$ cat src/rtl/data_mem_arbiter_pkg.sv
// data_mem_arbiter_pkg: shared types and sizes for the data memory arbiter
package data_mem_arbiter_pkg;
  localparam int DMEM_AW = 5;
  localparam int DMEM_DW = 16;
  typedef enum logic [1:0] {ARB_IDLE, ARB_OWN0, ARB_OWN1} arb_state_e;
  typedef struct packed {
    logic req;
    logic we;
    logic [DMEM_AW-1:0] adr;
    logic [DMEM_DW-1:0] wdata;
  } mem_req_s;
endpackage

$ cat src/rtl/data_mem_arbiter_if.sv
// data_mem_arbiter_if: requester and memory-side bus of the data memory arbiter
interface data_mem_arbiter_if
  import data_mem_arbiter_pkg::*;
#(
  parameter int DW = DMEM_DW,
  parameter int AW = DMEM_AW
);
  logic [1:0] req;
  logic [1:0] we;
  logic [AW-1:0] adr0;
  logic [AW-1:0] adr1;
  logic [DW-1:0] wdata0;
  logic [DW-1:0] wdata1;
  logic [1:0] gnt;
  logic [1:0] rvalid;
  logic [DW-1:0] rdata;
  logic mem_we;
  logic [AW-1:0] mem_adr;
  logic [DW-1:0] mem_wdata;
  logic [DW-1:0] mem_rdata;
  modport slave (
    input req, we, adr0, adr1, wdata0, wdata1, mem_rdata,
    output gnt, rvalid, rdata, mem_we, mem_adr, mem_wdata
  );
  modport master (
    output req, we, adr0, adr1, wdata0, wdata1, mem_rdata,
    input gnt, rvalid, rdata, mem_we, mem_adr, mem_wdata
  );
endinterface

$ cat src/rtl/data_mem_arbiter_rr_pick2.sv
// rr_pick2: two-way round-robin winner, the port that did not own last wins a tie
module rr_pick2 (
  input  logic [1:0] req,
  input  logic       last_owner,
  output logic       winner,
  output logic       any
);
  // tie goes away from the last owner, otherwise the lone requester wins
  always_comb begin
    any = |req;
    winner = &req ? ~last_owner : req[1];
  end
endmodule

$ cat src/rtl/data_mem_arbiter.sv
// data_mem_arbiter: round-robin, burst-bounded sharing of one memory port between two requesters
module data_mem_arbiter
  import data_mem_arbiter_pkg::*;
#(
  parameter int DW = DMEM_DW,
  parameter int AW = DMEM_AW,
  parameter int BURST_MAX = 4
) (
  input logic clk_i,
  input logic rst,
  data_mem_arbiter_if.slave bus
);
  localparam int CW = $clog2(BURST_MAX + 1);
  arb_state_e state, state_nxt;
  logic [CW-1:0] cnt, cnt_nxt;
  logic last_owner, last_nxt;
  logic winner, any, busy, own, beat, other, at_max;
  mem_req_s sel;
  rr_pick2 u_pick (
    .req(bus.req),
    .last_owner(last_owner),
    .winner(winner),
    .any(any)
  );
  // memory mux, Moore grant and ownership/burst next-state
  always_comb begin
    busy = state != ARB_IDLE;
    own = state == ARB_OWN1;
    sel.req = bus.req[own];
    sel.we = bus.we[own];
    sel.adr = own ? bus.adr1 : bus.adr0;
    sel.wdata = own ? bus.wdata1 : bus.wdata0;
    beat = busy & sel.req;
    other = bus.req[~own];
    at_max = cnt == CW'(BURST_MAX - 1);
    bus.gnt = {state == ARB_OWN1, state == ARB_OWN0};
    bus.mem_we = beat & sel.we;
    bus.mem_adr = busy ? sel.adr : '0;
    bus.mem_wdata = busy ? sel.wdata : '0;
    state_nxt = state;
    cnt_nxt = '0;
    last_nxt = last_owner;
    if (!busy) begin
      state_nxt = any ? (winner ? ARB_OWN1 : ARB_OWN0) : ARB_IDLE;
    end else if (!sel.req) begin
      state_nxt = other ? (own ? ARB_OWN0 : ARB_OWN1) : ARB_IDLE;
    end else begin
      last_nxt = own;
      cnt_nxt = at_max ? '0 : cnt + 1'b1;
      if (at_max && other) state_nxt = own ? ARB_OWN0 : ARB_OWN1;
    end
  end
  // ownership state, burst count and tie-break history
  always_ff @(posedge clk_i or negedge rst) begin
    if (!rst) begin
      state <= ARB_IDLE;
      cnt <= '0;
      last_owner <= 1'b1;
    end else begin
      state <= state_nxt;
      cnt <= cnt_nxt;
      last_owner <= last_nxt;
    end
  end
  // read return: capture memory data on a read beat, rdata holds otherwise
  always_ff @(posedge clk_i or negedge rst) begin
    if (!rst) begin
      bus.rvalid <= '0;
      bus.rdata <= '0;
    end else begin
      bus.rvalid <= (beat && !sel.we) ? (own ? 2'b10 : 2'b01) : 2'b00;
      if (beat && !sel.we) bus.rdata <= bus.mem_rdata;
    end
  end
endmodule

$ cat src/flat_wrapper.sv
// flat-port wrapper written by rule: the top's interface ports become plain ports
module data_mem_arbiter_flat import data_mem_arbiter_pkg::*;
#(
  parameter int DW = DMEM_DW,
  parameter int AW = DMEM_AW,
  parameter int BURST_MAX = 4
)
  (clk_i, rst, bus_req, bus_we, bus_adr0, bus_adr1, bus_wdata0, bus_wdata1, bus_mem_rdata, bus_gnt, bus_rvalid, bus_rdata, bus_mem_we, bus_mem_adr, bus_mem_wdata);
  data_mem_arbiter_if #(.DW(DW), .AW(AW)) bus_i ();
  input logic clk_i;
  input logic rst;
  input wire logic [$bits(bus_i.req)-1:0] bus_req;
  input wire logic [$bits(bus_i.we)-1:0] bus_we;
  input wire logic [$bits(bus_i.adr0)-1:0] bus_adr0;
  input wire logic [$bits(bus_i.adr1)-1:0] bus_adr1;
  input wire logic [$bits(bus_i.wdata0)-1:0] bus_wdata0;
  input wire logic [$bits(bus_i.wdata1)-1:0] bus_wdata1;
  input wire logic [$bits(bus_i.mem_rdata)-1:0] bus_mem_rdata;
  output wire logic [$bits(bus_i.gnt)-1:0] bus_gnt;
  output wire logic [$bits(bus_i.rvalid)-1:0] bus_rvalid;
  output wire logic [$bits(bus_i.rdata)-1:0] bus_rdata;
  output wire logic [$bits(bus_i.mem_we)-1:0] bus_mem_we;
  output wire logic [$bits(bus_i.mem_adr)-1:0] bus_mem_adr;
  output wire logic [$bits(bus_i.mem_wdata)-1:0] bus_mem_wdata;
  assign bus_i.req = bus_req;
  assign bus_i.we = bus_we;
  assign bus_i.adr0 = bus_adr0;
  assign bus_i.adr1 = bus_adr1;
  assign bus_i.wdata0 = bus_wdata0;
  assign bus_i.wdata1 = bus_wdata1;
  assign bus_i.mem_rdata = bus_mem_rdata;
  assign bus_gnt = bus_i.gnt;
  assign bus_rvalid = bus_i.rvalid;
  assign bus_rdata = bus_i.rdata;
  assign bus_mem_we = bus_i.mem_we;
  assign bus_mem_adr = bus_i.mem_adr;
  assign bus_mem_wdata = bus_i.mem_wdata;
  data_mem_arbiter #(.DW(DW), .AW(AW), .BURST_MAX(BURST_MAX)) u_core (.clk_i(clk_i), .rst(rst), .bus(bus_i));
endmodule
$ cat config.mk
export PLATFORM = sky130hd
export DESIGN_NAME = data_mem_arbiter_flat
export DESIGN_NICKNAME = d
export VERILOG_FILES = /design/src/rtl/data_mem_arbiter_pkg.sv /design/src/rtl/data_mem_arbiter_if.sv /design/src/rtl/data_mem_arbiter_rr_pick2.sv /design/src/rtl/data_mem_arbiter.sv /design/src/flat_wrapper.sv
export SDC_FILE = /design/constraint.sdc
export NUM_CORES = 1
export LEC_CHECK = 0
export ABC_AREA = 1
export ABC_CLOCK_PERIOD_IN_PS = 1260
export CELL_PAD_IN_SITES_DETAIL_PLACEMENT = 0
export CELL_PAD_IN_SITES_GLOBAL_PLACEMENT = 1
export CORE_MARGIN = 1
export CORE_UTILIZATION = 19
export DETAILED_ROUTE_END_ITERATION = 7
export PLACE_DENSITY_LB_ADDON = 0.1
export SYNTH_ARGS = -nofsm -noshare
export SYNTH_HDL_FRONTEND = slang
export SYNTH_SLANG_ARGS = --single-unit
export TNS_END_PERCENT = 10
$ cat constraint.sdc
create_clock -name clk_i -period 1.26 [get_ports clk_i]
set_input_delay 0.189 -clock clk_i [delete_from_list [all_inputs] [get_ports clk_i]]
set_output_delay 0.189 -clock clk_i [all_outputs]
set_load 0.01 [all_outputs]
=== Word level (Yosys, flattened, before mapping) ===
Index checks and enable logic that the tools add are counted.

* Bits in read-only memories: 0
* Memory bits (writable): 0
* Register bits: 24
* Latch bits: 0
* Memories kept: 0
* Logic and storage cells: 46

* Mux-type cells: 23
* Order comparisons: 2
* Shift-type cells: 0
* Reduce and logical (&&, ||, !) cells: 7
* $add $sub $neg: 1
* Bitwise logic cells: 4
* Div/mod/pow operators: 0
* Eq/ne operators: 4
* Multipliers: 0

{| class="wikitable"
|+ Operators by type and width
! cell !! count
|-
| 16-bit 2-to-1 mux || 2
|-
| 2-bit 2-to-1 mux || 9
|-
| 5-bit 2-to-1 mux || 2
|-
| 3-bit 2-to-1 mux || 3
|-
| 1-bit 2-to-1 mux || 7
|-
| 1-bit by 2-bit less-than comparator with 1-bit output, second input constant || 2
|-
| 2-bit AND reduction || 2
|-
| 3-bit by 1-bit adder with 3-bit output, second input constant || 1
|-
| 3-bit by 2-bit equality test with 1-bit output, second input constant || 1
|-
| 3-bit != test, second input constant || 1
|-
| 1-bit AND || 2
|-
| 2-bit by 1-bit equality test with 1-bit output, second input constant || 1
|-
| 2-bit equality test, second input constant || 1
|-
| 1-bit logical AND || 2
|-
| 1-bit inverter || 2
|-
| 2-bit nonzero test || 1
|-
| 2-bit OR reduction || 1
|-
| 1-bit zero test || 1
|}

=== Logic depth before layout (Yosys ltp) ===
* Depth after elaboration: 8
* Depth in mapped cells: 10
* Depth with buffers taken out: 8

=== Hierarchy ===
Synthesis repeated with hierarchy kept, for this count alone.

* Cells, all modules: 155
* Area total of the unflattened synthesis: 1297.5 um2

{| class="wikitable"
|+ Modules (own cells, without submodules)
! module !! times used !! cells each !! area an instance (um2)
|-
| data_mem_arbiter || 1 || 152 || 1282.5
|-
| rr_pick2 || 1 || 3 || 15.0
|}

=== Worst setup path after synthesis ===
OpenSTA, ideal clock, no wires.

* Path type: reg2out
* Start point: reg u_core.state[0]
* End point: out bus_mem_we
* Stages on the path, launching flop included: 8
* Path buffers: 2
* Slack: -0.085 ns
* Arrival: 1.156 ns
* Data required time: 1.071 ns
* Cell sequence: dfrtp_1 buf_6 inv_4 nand2_4 nand2_1 o21ai_4 buf_4 nor2_1

* Longest elaborated chain between the ends: 5
* Elaborated cells between the ends (all ways): 8
* Classes of those cells: eq/ne: 1; mux: 4; bitwise: 2; reduce/logical: 1

{| class="wikitable"
|+ Ends and longest elaborated chain
! element !! RTL line !! source
|-
| start, declared || data_mem_arbiter.sv:14 || <nowiki>arb_state_e state, state_nxt;</nowiki>
|-
| start signal, assigned || data_mem_arbiter.sv:60 || <nowiki>state <= state_nxt;</nowiki>
|-
| 2-bit equality test || data_mem_arbiter.sv:28 || <nowiki>own = state == ARB_OWN1;</nowiki>
|-
| 1-bit 2-to-1 mux (implied by the code) (2 in a row) || data_mem_arbiter.sv:29 || <nowiki>sel.req = bus.req[own];</nowiki>
|-
| 1-bit AND || data_mem_arbiter.sv:33 || <nowiki>beat = busy & sel.req;</nowiki>
|-
| 1-bit AND * || data_mem_arbiter.sv:37 || <nowiki>bus.mem_we = beat & sel.we;</nowiki>
|-
| end, declared || flat_wrapper.sv:22 || <nowiki>output wire logic [$bits(bus_i.mem_we)-1:0] bus_mem_we;</nowiki>
|}

Mark *: on every way between the ends. The rest lies on a longest branch, timed or not. The select of a mux whose other input is x is not followed.

=== Worst setup path after layout ===
Ends and elaborated chain as after synthesis.

==> metrics.yaml <==
status: "finished, violations left"
violations: "design-rule violations, negative setup slack"
clock_skew_ns: 0.00454
synthesis.instances: 149
die_x_um: 84.2
place_congestion: 0.703
setup_viol: 42
synth_ff_type: "dfrtp_1"
crit_type: "flip-flop to primary output"
comb_power_share: 0.645
fin_ws_ns: -0.254
dp_hpwl_mm: 3.64
synth_area_sq_mm: 0.00128
avgSynthCellArea_sq_um: 8.62
clock_latency_ns: 0.26
dr_wl_met2_mm: 2.47
yosysSeqAreaShare: 0.468
p_sw_mw: 2.00
slew-limit-headroom: 0.828
drv_slew: 0
fin_total_pwr_mw: 4.90
drc: 14
synth_commonest_cells: "nand2_1 (47), dfrtp_1 (23), a22o_1 (21)"
clk_pin_slew_ns: 0.08
ant_nets: 0
required_ns: 1.07
synth_xor_area_frac: 0
synth-edff-count: 0
ys_types: 21
syn_nets: 214
cts_tree: "built"
crit_path_max_fanout: 3
synth_top_area_frac: 0.448
wire_per_inst_um: 13.9
clock_path_buffers: 2
synth-adder-area-share: 0.00974
grt_use_total: 0.132
highest_layer: "met3"
netlist_top_cells_area: "dfrtp_1 (45%), a22o_1 (14%), nand2_1 (14%)"
cap_violations: 0
worstPathArrival_ns: 1.32
antenna_found_initial: 0
synth_top_family_by_area: "simple AND/OR/NAND/NOR gates"
grt_max_degree: 25
synth_seq_cells: 24
synth_warnings: 0
io-pin-count: 106
layout-drive-gt1-share: 0.228
rows: 29
async_reset_ff_frac: 1.00
hold_buffers: 0
met1Wirelength_mm: 2.06
seq_area_sq_um: 603
syn_to_final_growth_pct: 97.8
synth_compound_area_frac: 0.175
power_density_mw_per_mm2: 1930
multiInputGateArea_sq_um: 614
die_y_um: 84.2
drtPass1Iterations: 6
nNetsFinal: 333
yosys.cell_count.top_type: "nand2_1"
tightest_slew_ns: 0.258
ir_worst_vdd_v: 0.000594
startpoint_type: "flip-flop"
fillCellCount: 671
start_util: 0.200
vias: 1452
synth-simple-area-share: 0.267
hold_violations: 0
synthMuxAreaShare: 0
n_antenna_cell: 0
grt_pass1_wl_mm: 7.37
switching_share: 0.408
crit_path_end_kind: "primary output"
clock-sinks: 24
clkPwrFrac: 0.096
grt_pass1_vias: 1387
hold_class: "input port to async pin"
ctsHtreeMaxLevel: 1
wl_met3_um: 247
cts_made_buffers: 3
wl_mm: 4.77
max_clock_freq_mhz: 661
p_int_mw: 2.90
root_buffer: "clkbuf_8"
placeableCoreArea_sq_mm: 0.00642
p_leak_nw: 1.27
numPortBuffers: 105
vias_per_cell: 4.22
die_area_sq_mm: 0.00710
synth_top_cell_by_area: "dfrtp_1"
gr-total-overflow: 0
rsz0062_at_grt: "yes"
fin_crit_ns: 1.51
place_ws_ns: -0.440
fin_crit_sh: 1.20
seq_power_share: 0.259
drtIter0Drc: 55
power by group through the flow:
stage,registers (mW),clock network [mW],logic [mW]
6_report,1.27,0.469,3.16
5_1_grt,1.32,0.534,3.44
4_1_cts,1.27,0.498,3.16
3_5_place_dp,1.28,0,3.28
3_3_place_gp,1.29,0,3.31
2_1_floorplan,1.38,0,1.42
placed cells by master, fill, tap and decap left out:
master and n:
clkdlybuf4s50_1 63, nand2_1 45, dfrtp_1 22, a22o_1 21
buf_2 21, nand3_1 20, dlygate4sd2_1 18, buf_4 11
buf_6 7, inv_1 5, nor2_1 5, nand2_2 3
o21ai_0 3, clkbuf_8 3, buf_12 3, nor2_4 2
a21oi_1 2, inv_4 1, nand2_4 1, inv_8 1
inv_2 1, nor3_2 1, o21ai_4 1, nand2_8 1
nor2_2 1, ha_1 1, clkbuf_1 1, buf_16 1
dfstp_2 1, dfrtp_2 1
state kept, by name (all words and copies together) (netlist names):
register           count
u_core.last_owner      1
u_core.bus.rdata      16
u_core.bus.rvalid      2
u_core.state           2
u_core.cnt             3
logic make-up after synthesis:
family | count (synthesis)
buffers and inverters | 18
and+or+nand+nor | 79
DFF | 24
adders and majority gates | 1
AOI/OAI and AO/OA | 27
per-stage QoR:
stage	cell area, sq um	utilization	cells	hold WS (ns)	TNS (ns)
CTS	2520	0.393	343	0.270	-9.91
detailed placement	2510	0.390	336	0.434	-14.47
floorplan	1290	-	149	-0.107	-0.239
global route	2540	0.396	344	0.278	-12.08
finish	2540	0.396	344	0.272	-8.30
global placement	2510	0.390	336	0.434	-14.88
worst max-delay path, stage by stage, from the launching register on:
cell and delay [ns]:
dfrtp_2 0.44, inv_4 0.07, nand2_4 0.07, buf_6 0.13, o21ai_4 0.19, nor2_4 0.04, buf_6 0.11
repair_timing:
item	in CTS	in global routing
gates resized for setup	131	5
setup buffers	2	1
pin swaps	2	1
endpoints found under the setup margin	64	47
gates cloned	1	0
final timing paths:
check / depth (start not counted) / to / slack, ns / start
max in group asynchronous: 2 / u_core.last_owner / 0.77 / rst
hold / removal: 2 / u_core.bus.rdata[11] / 0.27 / rst
min in group clk_i: 1 / u_core.cnt[0] / 0.45 / u_core.cnt[0]
setup / recovery: 6 / bus_mem_we / -0.25 / u_core.state[0]
hold reg to reg: 1 / u_core.cnt[0] / 0.45 / u_core.cnt[0]
setup reg to reg: 8 / u_core.bus.rdata[7] / -0.19 / u_core.state[0]
final cells by class:
cell class / instances / area share
multi-input combinational: 107 / 0.242
sequential: 24 / 0.237
clock buffer: 4 / 0.0177
tap: 77 / 0.0379
inverter: 8 / 0.0158
timing repair buffer: 124 / 0.450
per-layer routing:
| layer | GRT usage | vias to the layer above |
|---|---|---|
| li1 | - | 739 |
| met1 | 0.167 | 672 |
| met2 | 0.239 | 41 |
| met3 | 0.0295 | 0 |
| met4 | 0.00940 | 0 |
| met5 | 0 | - |
(Power assumes the default switching activity.)
